## src/rtl/traffic_pkg.sv

```systemverilog
// rtl/traffic_pkg.sv - shared types and constants for the traffic phase sequencer
package traffic_pkg;

  typedef enum logic [1:0] {
    ST_GREEN   = 2'd0,
    ST_YELLOW  = 2'd1,
    ST_ALLRED  = 2'd2,
    ST_ILLEGAL = 2'd3
  } state_t;

  localparam logic [1:0] APP_N = 2'd0;
  localparam logic [1:0] APP_E = 2'd1;
  localparam logic [1:0] APP_S = 2'd2;
  localparam logic [1:0] APP_W = 2'd3;

  localparam int GREEN_T_DEF  = 20;
  localparam int YELLOW_T_DEF = 4;
  localparam int ALLRED_T_DEF = 2;
  localparam int TW_DEF       = 8;

  function automatic logic [3:0] onehot(input logic [1:0] a);
    return 4'b0001 << a;
  endfunction

endpackage

```

## src/rtl/rr_next_approach.sv

```systemverilog
// rtl/rr_next_approach.sv - combinational 4-way round-robin picker of the next green approach
module rr_next_approach (
  input  logic [3:0] req,
  input  logic [1:0] cur,
  output logic [1:0] next
);

  // Lowest priority is assigned first so nearer approaches (cur+1 first) overwrite it.
  always_comb begin
    next = cur + 2'd1;
    if (req[cur]) next = cur;
    for (int k = 3; k >= 1; k--) begin
      if (req[cur + 2'(k)]) next = cur + 2'(k);
    end
  end

endmodule

```

## src/rtl/traffic_phase_sequencer.sv

```systemverilog
// rtl/traffic_phase_sequencer.sv - green/yellow/all-red sequencer for a 4-way intersection
module traffic_phase_sequencer
  import traffic_pkg::*;
#(
  parameter int GREEN_T  = GREEN_T_DEF,
  parameter int YELLOW_T = YELLOW_T_DEF,
  parameter int ALLRED_T = ALLRED_T_DEF,
  parameter int TW       = TW_DEF
) (
  input  logic       clk,
  input  logic       rst,
  input  logic [3:0] req,
  output logic [1:0] sel,
  output logic [3:0] green,
  output logic [3:0] yellow,
  output logic [3:0] red,
  output logic       phase_start
);

  localparam logic [TW-1:0] G_LAST = TW'(GREEN_T - 1);
  localparam logic [TW-1:0] Y_LAST = TW'(YELLOW_T - 1);
  localparam logic [TW-1:0] A_LAST = TW'(ALLRED_T - 1);

  state_t        state, state_n;
  logic [1:0]    cur, cur_n, rr_next;
  logic [TW-1:0] timer, timer_n;
  logic          start_q, start_n;
  logic [3:0]    others;

  rr_next_approach u_rr (
    .req  (req),
    .cur  (cur),
    .next (rr_next)
  );

  always_ff @(posedge clk) begin
    if (rst) begin
      state   <= ST_GREEN;
      cur     <= APP_N;
      timer   <= '0;
      start_q <= 1'b0;
    end else begin
      state   <= state_n;
      cur     <= cur_n;
      timer   <= timer_n;
      start_q <= start_n;
    end
  end

  always_comb begin
    state_n = state;
    cur_n   = cur;
    timer_n = timer;
    start_n = 1'b0;
    others  = req & ~onehot(cur);
    case (state)
      ST_GREEN: begin
        // Timer saturates at G_LAST so a late request leaves green on the next edge.
        if (timer == G_LAST) begin
          if (others != 4'b0000) begin
            state_n = ST_YELLOW;
            timer_n = '0;
          end
        end else begin
          timer_n = timer + 1'b1;
        end
      end
      ST_YELLOW: begin
        if (timer == Y_LAST) begin
          state_n = ST_ALLRED;
          timer_n = '0;
        end else begin
          timer_n = timer + 1'b1;
        end
      end
      ST_ALLRED: begin
        if (timer == A_LAST) begin
          state_n = ST_GREEN;
          timer_n = '0;
          cur_n   = rr_next;
          start_n = 1'b1;
        end else begin
          timer_n = timer + 1'b1;
        end
      end
      default: begin
        state_n = ST_GREEN;
        cur_n   = APP_N;
        timer_n = '0;
      end
    endcase
  end

  assign sel         = cur;
  assign green       = (state == ST_GREEN)  ? onehot(cur) : 4'b0000;
  assign yellow      = (state == ST_YELLOW) ? onehot(cur) : 4'b0000;
  assign red         = ~(green | yellow);
  assign phase_start = start_q;

endmodule

```

## config.mk

```make
export PLATFORM = sky130hd
export DESIGN_NAME = traffic_phase_sequencer
export DESIGN_NICKNAME = d
export VERILOG_FILES = /design/src/rtl/traffic_pkg.sv /design/src/rtl/rr_next_approach.sv /design/src/rtl/traffic_phase_sequencer.sv
export SDC_FILE = /design/constraint.sdc
export NUM_CORES = 1
export LEC_CHECK = 0
export ABC_AREA = 1
export CAP_MARGIN = 20
export CORE_MARGIN = 10
export CORE_UTILIZATION = 25
export CTS_BUF_LIST = sky130_fd_sc_hd__clkbuf_8
export CTS_CLUSTER_SIZE = 20
export DETAILED_ROUTE_END_ITERATION = 16
export GPL_TIMING_DRIVEN = 1
export PLACE_DENSITY = 0.43
export SLEW_MARGIN = 15
export SYNTH_ARGS = -nofsm -noshare
export SYNTH_HDL_FRONTEND = slang
export SYNTH_SLANG_ARGS = --single-unit
```

## constraint.sdc

```tcl
create_clock -name clk -period 2.7 [get_ports clk]
set_input_delay 0.675 -clock clk [delete_from_list [all_inputs] [get_ports clk]]
set_output_delay 0.675 -clock clk [all_outputs]
set_load 0.01 [all_outputs]
```

==> results.py <==
metrics = {
    "run_status": {
        "status": "finished, final reports clean",
    },
    "power": {
        "clockPowerShare_pct": 40.5,
        "power.density_mw_per_mm2": 319,
        "ir_worst_vdd_mv": 0.248,
        "comb_power_share_pct": 11.8,
        "p_int_w": 0.000320,
        "p_switching_w": 0.000105,
        "leakage_nw": 0.584,
        "switching_share_pct": 24.7,
        "pwr-share-seq_pct": 47.7,
    },
    "floorplan": {
        "die_x_um": 84.3,
        "row_count": 23,
        "start_util_pct": 25.8,
        "ios": 21,
        "die_h_um": 84.3,
        "coreArea_mm2": 0.00400,
        "dieArea_mm2": 0.00710,
    },
    "job": {
        "max-cap-violations": 0,
    },
    "sta": {
        "worst_pin_slew_ps": 422,
        "tns_ps": 0,
        "finalWorstSetupSlack_ps": 163,
        "min_period_ps": 2540,
        "relSlewSlack_pct": 71.8,
        "skew_ps": 3.61,
        "hold_ws_ps": 523,
        "fin_crit_sh_pct": 94.0,
        "fmax_mhz": 394,
        "finalHoldViolCount": 0,
        "report.final.slew_viol_count": 0,
        "setup_viol": 0,
        "rsz0062_at_grt": "no",
    },
    "placed_design": {
        "post-dp-hpwl_um": 2140,
        "placed_cell_area_mm2": 0.00129,
        "place_ws_ps": 411,
        "port_buffers": 20,
        "place.gp.congestion": 0.806,
    },
    "clock_network": {
        "clockRootBuffer": "clkbuf_8",
        "clkSinkCount": 13,
        "cts_buffers": 3,
        "path_clk_slew_ps": 60,
        "cts_tree": "yes",
        "insertion_delay_ps": 240,
        "cts_setup_buffers": 0,
        "cts-resized-gates": 0,
        "htree_levels": 1,
        "cts.path.max_buffers": 2,
        "hold_buffers": 0,
    },
    "grt": {
        "grt_usage_pct": 7.42,
        "antenna_found_initial": 0,
        "grt_pass1_vias": 1015,
        "grt_max_degree": 13,
        "grt_first_pass_wirelength_um": 4500,
        "grt_overflow": 0,
    },
    "drt": {
        "drc_errors": 0,
        "antenna_left": 0,
        "totalWireLength_um": 2540,
        "route.detailed.wl_per_inst_um": 10.7,
        "firstDrtPassIters": 4,
        "drt_iter0_drc": 46,
        "vias": 1019,
        "drt-vias-per-instance": 4.30,
    },
    "critical_path": {
        "crit_path_frequent_cell": "inv_1",
        "setup.worst_path.end_class": "output pin",
        "crit_buf_inv": 4,
        "cpPeakStageDelay_ps": 580,
        "r2r_cells": 10,
        "cp.depth": 6,
        "slowest_stage": "dfxtp_1",
        "critPathLaunchType": "flip-flop",
        "path_max_fanout": 12,
        "arrival_ps": 1860,
        "worstPathRequired_ps": 2030,
        "crit_family": "buffers and inverters",
        "path_cells": "inv_4, ha_1, inv_1, a21oi_1, inv_1, clkdlybuf4s50_1",
        "worstSetupPathType": "reg -> out",
    },
    "hold_path": {
        "min_path_cells": 2,
        "hold_path_class": "reg -> reg",
    },
    "final_layout": {
        "fin_area_mm2": 0.00133,
        "nets": 200,
        "utilization_pct": 33.3,
        "area_delta_synth_final_pct": 29.1,
        "drive_gt1_share_pct": 10.2,
        "antenna_cells": 0,
    },
    "yosys": {
        "synthesis.nets": 176,
        "synth_area_leader_cell": "dfxtp_1",
        "synth_top_area_share_pct": 25.2,
        "avgSynthCellArea_um2": 6.29,
        "syn_area_mm2": 0.00103,
        "yosysWarnings": 0,
        "ys_ff_latch": 13,
        "syn_inst": 164,
        "synthDistinctLibCells": 29,
        "synth_area_leaders": "dfxtp_1 (25%), nand2_1 (12%), inv_1 (11%), nor2_1 (9.1%), ha_1 (7.3%)",
        "yosysSeqAreaShare_pct": 25.2,
    },
}
[metal layers]
layer	vias up	global-route usage, %	routed length [um]
met3	4	1.74	123
li1	559	-	-
met1	439	8.48	1170
met5	-	0	0
met2	17	12.8	1210
met4	0	3.20	33
[synthesized netlist by cell type]
cell       n
a21oi_1   11
a31oi_1    1
and2_1     1
buf_4      1
dfxtp_1   13
ha_1       6
inv_1     29
inv_2      3
inv_4      1
nand2_1   32
nand2_2    3
nand2_4    1
nand3_1   14
nand4_1    2
nand4_2    1
nand4_4    1
nor2_1    25
nor2_2     2
nor2_4     1
nor3_1     3
nor4_1     1
o21ai_0    3
o21ai_1    1
o21ai_2    1
o21ai_4    1
o21bai_1   2
or2_1      1
or2_2      1
xor2_1     2
[worst register-to-register path, stage by stage, from the launching register on]
cell and delay, ps:
dfxtp_1 580, inv_4 90, ha_1 350, inv_1 120
nand3_1 80, nand2_1 80, nor2_2 40, o21bai_1 160
nand3_1 90, nand2_1 60, nor2_1 30
[state kept, by name (all words and copies together), names as in the netlist]
signal       flops
phase_start      1
sel              2
state            2
timer            8
[cell usage in the layout, fill, tap and decap left out, drive strengths merged]
| master | instances |
|---|---|
| a21oi | 11 |
| or2 | 2 |
| dfxtp | 13 |
| xor2 | 2 |
| a31oi | 1 |
| nor2 | 28 |
| clkdlybuf4s50 | 20 |
| o21ai | 6 |
| nor4 | 1 |
| clkbuf | 3 |
| ha | 6 |
| nor3 | 3 |
| nand3 | 14 |
| and2 | 1 |
| o21bai | 2 |
| nand2 | 36 |
| nand4 | 4 |
| inv | 34 |
[metrics by stage]
step	power (W)	cells
4_1_cts	0.000432	237
6_report	0.000425	237
5_1_grt	0.000452	237
3_3_place_gp	0.000257	233
3_5_place_dp	0.000258	233
2_1_floorplan	0.000239	164
[path summary, 6_finish.rpt]
path                         startpoint                    end  slack [ps]
setup / recovery    sel[0]$_SDFFE_PP0P_                 red[0]         160
hold reg to reg   timer[1]$_SDFFE_PP0P_  timer[1]$_SDFFE_PP0P_         520
hold / removal    timer[1]$_SDFFE_PP0P_  timer[1]$_SDFFE_PP0P_         520
setup reg to reg    sel[0]$_SDFFE_PP0P_    sel[0]$_SDFFE_PP0P_         910
[cell families after synthesis]
family | share of synthesized area, %
buffers and inverters | 13.0
AND/OR/NAND/NOR | 41.1
flip-flops | 25.2
XOR/XNOR | 1.70
adder cells (fa/ha/maj) | 7.27
AO/OA/AOI/OAI | 11.8
[power groups by stage]
stage	clock, W	combinational [W]	sequential (W)
after floorplan	0	0.0000335	0.000206
after global placement	0	0.0000502	0.000207
after detailed placement	0	0.0000508	0.000207
after CTS	0.000178	0.0000512	0.000203
after global routing	0.000190	0.0000576	0.000204
final	0.000172	0.0000503	0.000203
[final cells by class]
| cell class | instances | area [um^2] |
|---|---|---|
| Fill cell | 457 | 2670 |
| Multi-Input combinational cell | 117 | 638 |
| Sequential cell | 13 | 260 |
| Timing Repair Buffer | 20 | 200 |
| Inverter | 33 | 126 |
| Tap cell | 50 | 62.6 |
| Clock buffer | 3 | 41.3 |
| Clock inverter | 1 | 3.75 |
Power figures use the tool's default switching activity.
==> edit 1: new RTL, config.mk and constraints unchanged <==
Add an input register stage for `req`; this delays it by one clock.
--- a/src/rtl/traffic_phase_sequencer.sv
+++ b/src/rtl/traffic_phase_sequencer.sv
@@ -21,6 +21,12 @@
   localparam logic [TW-1:0] Y_LAST = TW'(YELLOW_T - 1);
   localparam logic [TW-1:0] A_LAST = TW'(ALLRED_T - 1);
 
+  logic [3:0] req_q;
+
+  always_ff @(posedge clk) begin
+    req_q <= req;
+  end
+
   state_t        state, state_n;
   logic [1:0]    cur, cur_n, rr_next;
   logic [TW-1:0] timer, timer_n;
@@ -28,7 +34,7 @@
   logic [3:0]    others;
 
   rr_next_approach u_rr (
-    .req  (req),
+    .req  (req_q),
     .cur  (cur),
     .next (rr_next)
   );
@@ -52,7 +58,7 @@
     cur_n   = cur;
     timer_n = timer;
     start_n = 1'b0;
-    others  = req & ~onehot(cur);
+    others  = req_q & ~onehot(cur);
     case (state)
       ST_GREEN: begin
         // Timer saturates at G_LAST so a late request leaves green on the next edge.
Formal check against the unedited RTL: no difference found for any inputs over 10 cycles, from zero or initial values and one cycle with rst high; that may be too few to reach the edited logic, so the function may still have changed.
==> edit 1 against the original RTL <==
Cell area increased by 12%; hold slack improved by 0.0023 ns; critical path depth unchanged; setup slack improved by 0.019 ns; synthesized cell count increased by 12%; total power increased by 20%; area after synthesis increased by 15%; wire length increased by 8.8%; via count increased by 6.4%; sequential cell count increased by 4; clock skew increased by 0.00073 ns; largest cell class unchanged.
==> edit 1: results (changes against the original RTL) <==
status: "finished clean"  # unchanged
synth.area.mux_share_pct: 0  # unchanged
cp.arrival_ns: 1.84  # was 1.86 ns
netlist_top_cells_count: "nand2_1, nor2_1, inv_1, dfxtp_1, nand3_1"  # was nand2_1, inv_1, nor2_1, nand3_1, dfxtp_1
worst_setup_hold_path_clk_slew_ns: 0.06  # about the same
critical-path-top-delay-family: "buffers and inverters"  # unchanged
cpPeakStageDelay_ns: 0.53  # was 0.58 ns
syn_area_per_cell_um2: 6.43  # was 6.29 µm²
drt-initial-drc-count: 60  # was 46
ctsLongestPathBuffers: 2  # unchanged
grt_max_degree: 11  # was 13
clk_share_pct: 3.10  # was 3.38%
endpoint: "red[2]"  # was red[0]
synthAdderAreaFrac_pct: 6.34  # was 7.27%
route.final.wire_length_um: 2760  # was 2540 µm
place_hpwl_um: 2350  # was 2140 µm
p_clk_share_pct: 36.9  # was 40.5%
ys_ff_latch: 17  # was 13
grt_pass1_wl_um: 4910  # was 4500 µm
min_period_ns: 2.52  # was 2.54 ns
post_synth_xor_area_fraction_pct: 1.48  # was 1.70%
multiInputGateArea_um2: 723  # was 638 µm²
dp_slack_ns: 0.444  # was 0.411 ns
grt.total_usage_pct: 7.80  # was 7.42%
synth_compound_area_share_pct: 6.45  # was 11.8%
seqPwrFrac_pct: 51.9  # was 47.7%
clk_latency_ns: 0.25
cts_root_buf: "clkbuf_8"  # unchanged
grt_pass1_vias: 1027  # was 1015
rr_endpoint: "timer[5]"  # was sel[0]
power_switching_mw: 0.126  # was 0.105 mW
crit_fanout: 9  # was 12
worst_pin_slew_ns: 0.347  # was 0.422 ns
p_leak_nw: 0.669  # was 0.584 nW
nNonClkBuffers: 20  # unchanged
synth_area_leaders: "dfxtp_1, nand2_1, nor2_1"  # was dfxtp_1, nand2_1, inv_1
n_fill_cell: 496  # was 457
skew_ns: 0.00434  # was 0.00361 ns
r2r_start: "sel[0]"  # unchanged
r2r_cells: 9  # was 10
nonClkBufAreaFrac_pct: 13.4  # was 15.0%
drive_gt1_share_pct: 16.8  # was 10.2%
synth-seq-area-share_pct: 28.8  # was 25.2%
regArea_um2: 340  # was 260 µm²
nMultiInputCombCells: 135  # was 117
via_per_inst: 4.17  # was 4.30
finish.cell_count_without_fillers: 260  # was 237
gp_congestion: 0.883  # was 0.806
cp_slowest_cell: "clkdlybuf4s50_1"  # was dfxtp_1
num-nets-final: 221  # was 200
ys_warn_count: 0  # unchanged
synth_async_sr_flop_share_pct: 0  # unchanged
syn_nets: 196  # was 176
first_pass_iters: 4  # unchanged
ir_drop_mv: 0.170  # was 0.248 mV
r2r_setup_slack_ns: 0.91  # about the same
cts-htree-levels: 1  # unchanged
inverters: 32  # was 33
post-cts-setup-buffers: 0  # unchanged
synth_cell_types: 23  # was 29
==> edit 1: through the flow <==
stage / power, mW / hold WS [ns] / cell area (µm²)
after global routing: 0.543 / 0.553 / 1500
after CTS: 0.523 / 0.527 / 1500
after global placement: 0.331 / 0.523 / 1450
after floorplan: 0.311 / 0.485 / 1180
final: 0.512 / 0.525 / 1500
after detailed placement: 0.329 / 0.517 / 1450
==> edit 1: worst min-delay path by stage <==
stage | startpoint | end | cells after the start
finish | timer[0] | timer[0] | 2
global route | timer[0] | timer[0] | 2
CTS | timer[5] | timer[5] | 2
detailed placement | timer[5] | timer[5] | 2
global placement | timer[5] | timer[5] | 2
floorplan | timer[0] | timer[0] | 2
==> edit 1: metal layers <==
| metal | wire length (µm) | track usage, % | vias to the layer above |
|---|---|---|---|
| li1 | - | - | 609 |
| met5 | 0 | 0 | - |
| met2 | 1210 | 11.5 | 12 |
| met1 | 1450 | 10.6 | 461 |
| met3 | 78 | 1.65 | 2 |
| met4 | 25 | 3.38 | 0 |
==> edit 2: new RTL, config.mk and constraints unchanged <==
Without the edit above. The package constant `TW_DEF` goes from 8 to 7.
--- a/src/rtl/traffic_pkg.sv
+++ b/src/rtl/traffic_pkg.sv
@@ -16,7 +16,7 @@
   localparam int GREEN_T_DEF  = 20;
   localparam int YELLOW_T_DEF = 4;
   localparam int ALLRED_T_DEF = 2;
-  localparam int TW_DEF       = 8;
+  localparam int TW_DEF       = 7;
 
   function automatic logic [3:0] onehot(input logic [1:0] a);
     return 4'b0001 << a;
Behaviour: same outputs for any inputs over 10 cycles, from zero or initial values and one cycle with rst high; that may be too few to reach the edited logic, so the function may still have changed.
==> edit 2 against the original RTL <==
Final cell count rose by 1.7%; first-iteration DRC count fell by 54%; via count rose by 0.88%; cell area rose by 0.85%; count of clock-buffer cells in the layout rose by 1; area after synthesis fell by 0.61%; setup slack improved by 0.023 ns; wire length rose by 0.75%; global-route usage rose by 0.24 points; sequential cell count fell by 1; highest routed layer unchanged.
Power is not compared: it rests on default switching activity, and its combinational part moved more than twofold at a synthesized area within 25%.
==> edit 2: results (changes against the original RTL) <==
status: "finished clean"  # unchanged
r2r_setup_slack_ns: 0.95  # was 0.91 ns
cpPeakStageDelay_ns: 0.53  # was 0.58 ns
synth_area_leaders: "dfxtp_1, nand2_1, inv_1"  # unchanged
drt-initial-drc-count: 21  # was 46
synth_flop_cell: "dfxtp_1"  # unchanged
place_hpwl_um: 2160  # was 2140 µm
gp_congestion: 0.785  # was 0.806
rr_endpoint: "sel[1]"  # was sel[0]
antenna_found_initial: 0  # unchanged
post_synth_xor_area_fraction_pct: 1.71  # was 1.70%
syn_nets: 179  # was 176
cp-startpoint: "sel[0]"  # unchanged
port_buffers: 20  # unchanged
ir_drop_mv: 0.334
num-nets-final: 204  # was 200
crit_fanout: 9  # was 12
cts_buffers: 3  # unchanged
netlist_top_cells_count: "nand2_1, inv_1, nor2_1, nand3_1, dfxtp_1"  # unchanged
synth_async_sr_flop_share_pct: 0  # unchanged
grt_pass1_wl_um: 4600  # was 4500 µm
drive_gt1_share_pct: 14.7  # was 10.2%
synth_compound_area_share_pct: 6.71  # was 11.8%
max_slew_margin_pct: 79.7  # was 71.8%
critical-path-top-delay-family: "buffers and inverters"  # unchanged
cp_slowest_cell: "clkdlybuf4s50_1"  # was dfxtp_1
p_leak_nw: 0.612
grt_max_degree: 11  # was 13
synthAdderAreaFrac_pct: 7.32  # was 7.27%
first_pass_iters: 4  # unchanged
grt.total_usage_pct: 7.66  # was 7.42%
synth_cell_types: 18  # was 29
largest-register: "timer"  # unchanged
cp.arrival_ns: 1.84  # was 1.86 ns
r2r_cells: 11  # was 10
skew_ns: 0.00130  # was 0.00361 ns
antenna_cells_inserted: 0  # unchanged
min-delay-path-class: "flip-flop to flip-flop"  # unchanged
synth-seq-area-share_pct: 23.4  # was 25.2%
vias: 1028  # was 1019
largest_register_ff_count: 7  # was 8
routedWlPerCell_um: 10.6  # was 10.7 µm
cts_resized: 0  # unchanged
edit 2: cell types whose count changed in the layout (fill, tap and decap cells not counted), sizes merged, moves of 3 or more:
| cell | unedited run | this run |
|---|---|---|
| nand4 | 4 | 1 |
| nor2 | 28 | 32 |
| o21ai | 6 | 2 |
| nand2 | 36 | 49 |
edit 2: worst min-delay path, stage by stage, from the launching register on:
cell     delay [ns]
dfxtp_1        0.35
nor2_1         0.11
nor2_1         0.05
edit 2: area by class of cell:
cell class,count,area [µm²]
Fill cell,445,2660
Multi-Input combinational cell,123,666
Sequential cell,12,240
Timing Repair Buffer,20,200
Inverter,32,120
Tap cell,50,62.6
Clock buffer,4,55.1
edit 2: logic make-up after synthesis:
| kind of cell | count (synthesis) |
|---|---|
| AOI/OAI and AO/OA | 13 |
| xor gates and xnor gates | 2 |
| adders and majority gates | 6 |
| buffers and inverters | 32 |
| DFF | 12 |
| and+or+nand+nor | 102 |
edit 2: worst min path at each step:
stage | end | cells past startpoint | slack [ns] | start
final | timer[5] | 2 | 0.55 | timer[5]
after global routing | timer[5] | 2 | 0.60 | timer[5]
after CTS | timer[5] | 2 | 0.56 | timer[5]
after detailed placement | timer[5] | 2 | 0.55 | timer[5]
after global placement | timer[5] | 2 | 0.54 | timer[5]
after floorplan | timer[5] | 2 | 0.52 | timer[5]
edit 2: layer usage:
metal | up-vias | routed length, µm | track usage [%]
li1 | 560 | - | -
met1 | 434 | 1190 | 8.62
met2 | 32 | 1170 | 13.3
met3 | 2 | 169 | 2.15
met4 | 0 | 30 | 2.74
met5 | - | 0 | 0
edit 2: stage by stage:
step	cells	setup slack (ns)	instance area (µm²)
4_1_cts	241	0.168	1340
3_3_place_gp	237	0.470	1290
2_1_floorplan	167	0.996	1030
6_report	241	0.186	1340
3_5_place_dp	237	0.447	1290
5_1_grt	241	0.0337	1340
edit 2: power groups by stage:
stage / registers [mW] / clock network (mW) / logic, mW
global route: 0.203 / 0.220 / 0.180
global placement: 0.204 / 0 / 0.159
detailed placement: 0.204 / 0 / 0.159
CTS: 0.201 / 0.207 / 0.160
finish: 0.201 / 0.201 / 0.157
floorplan: 0.203 / 0 / 0.110
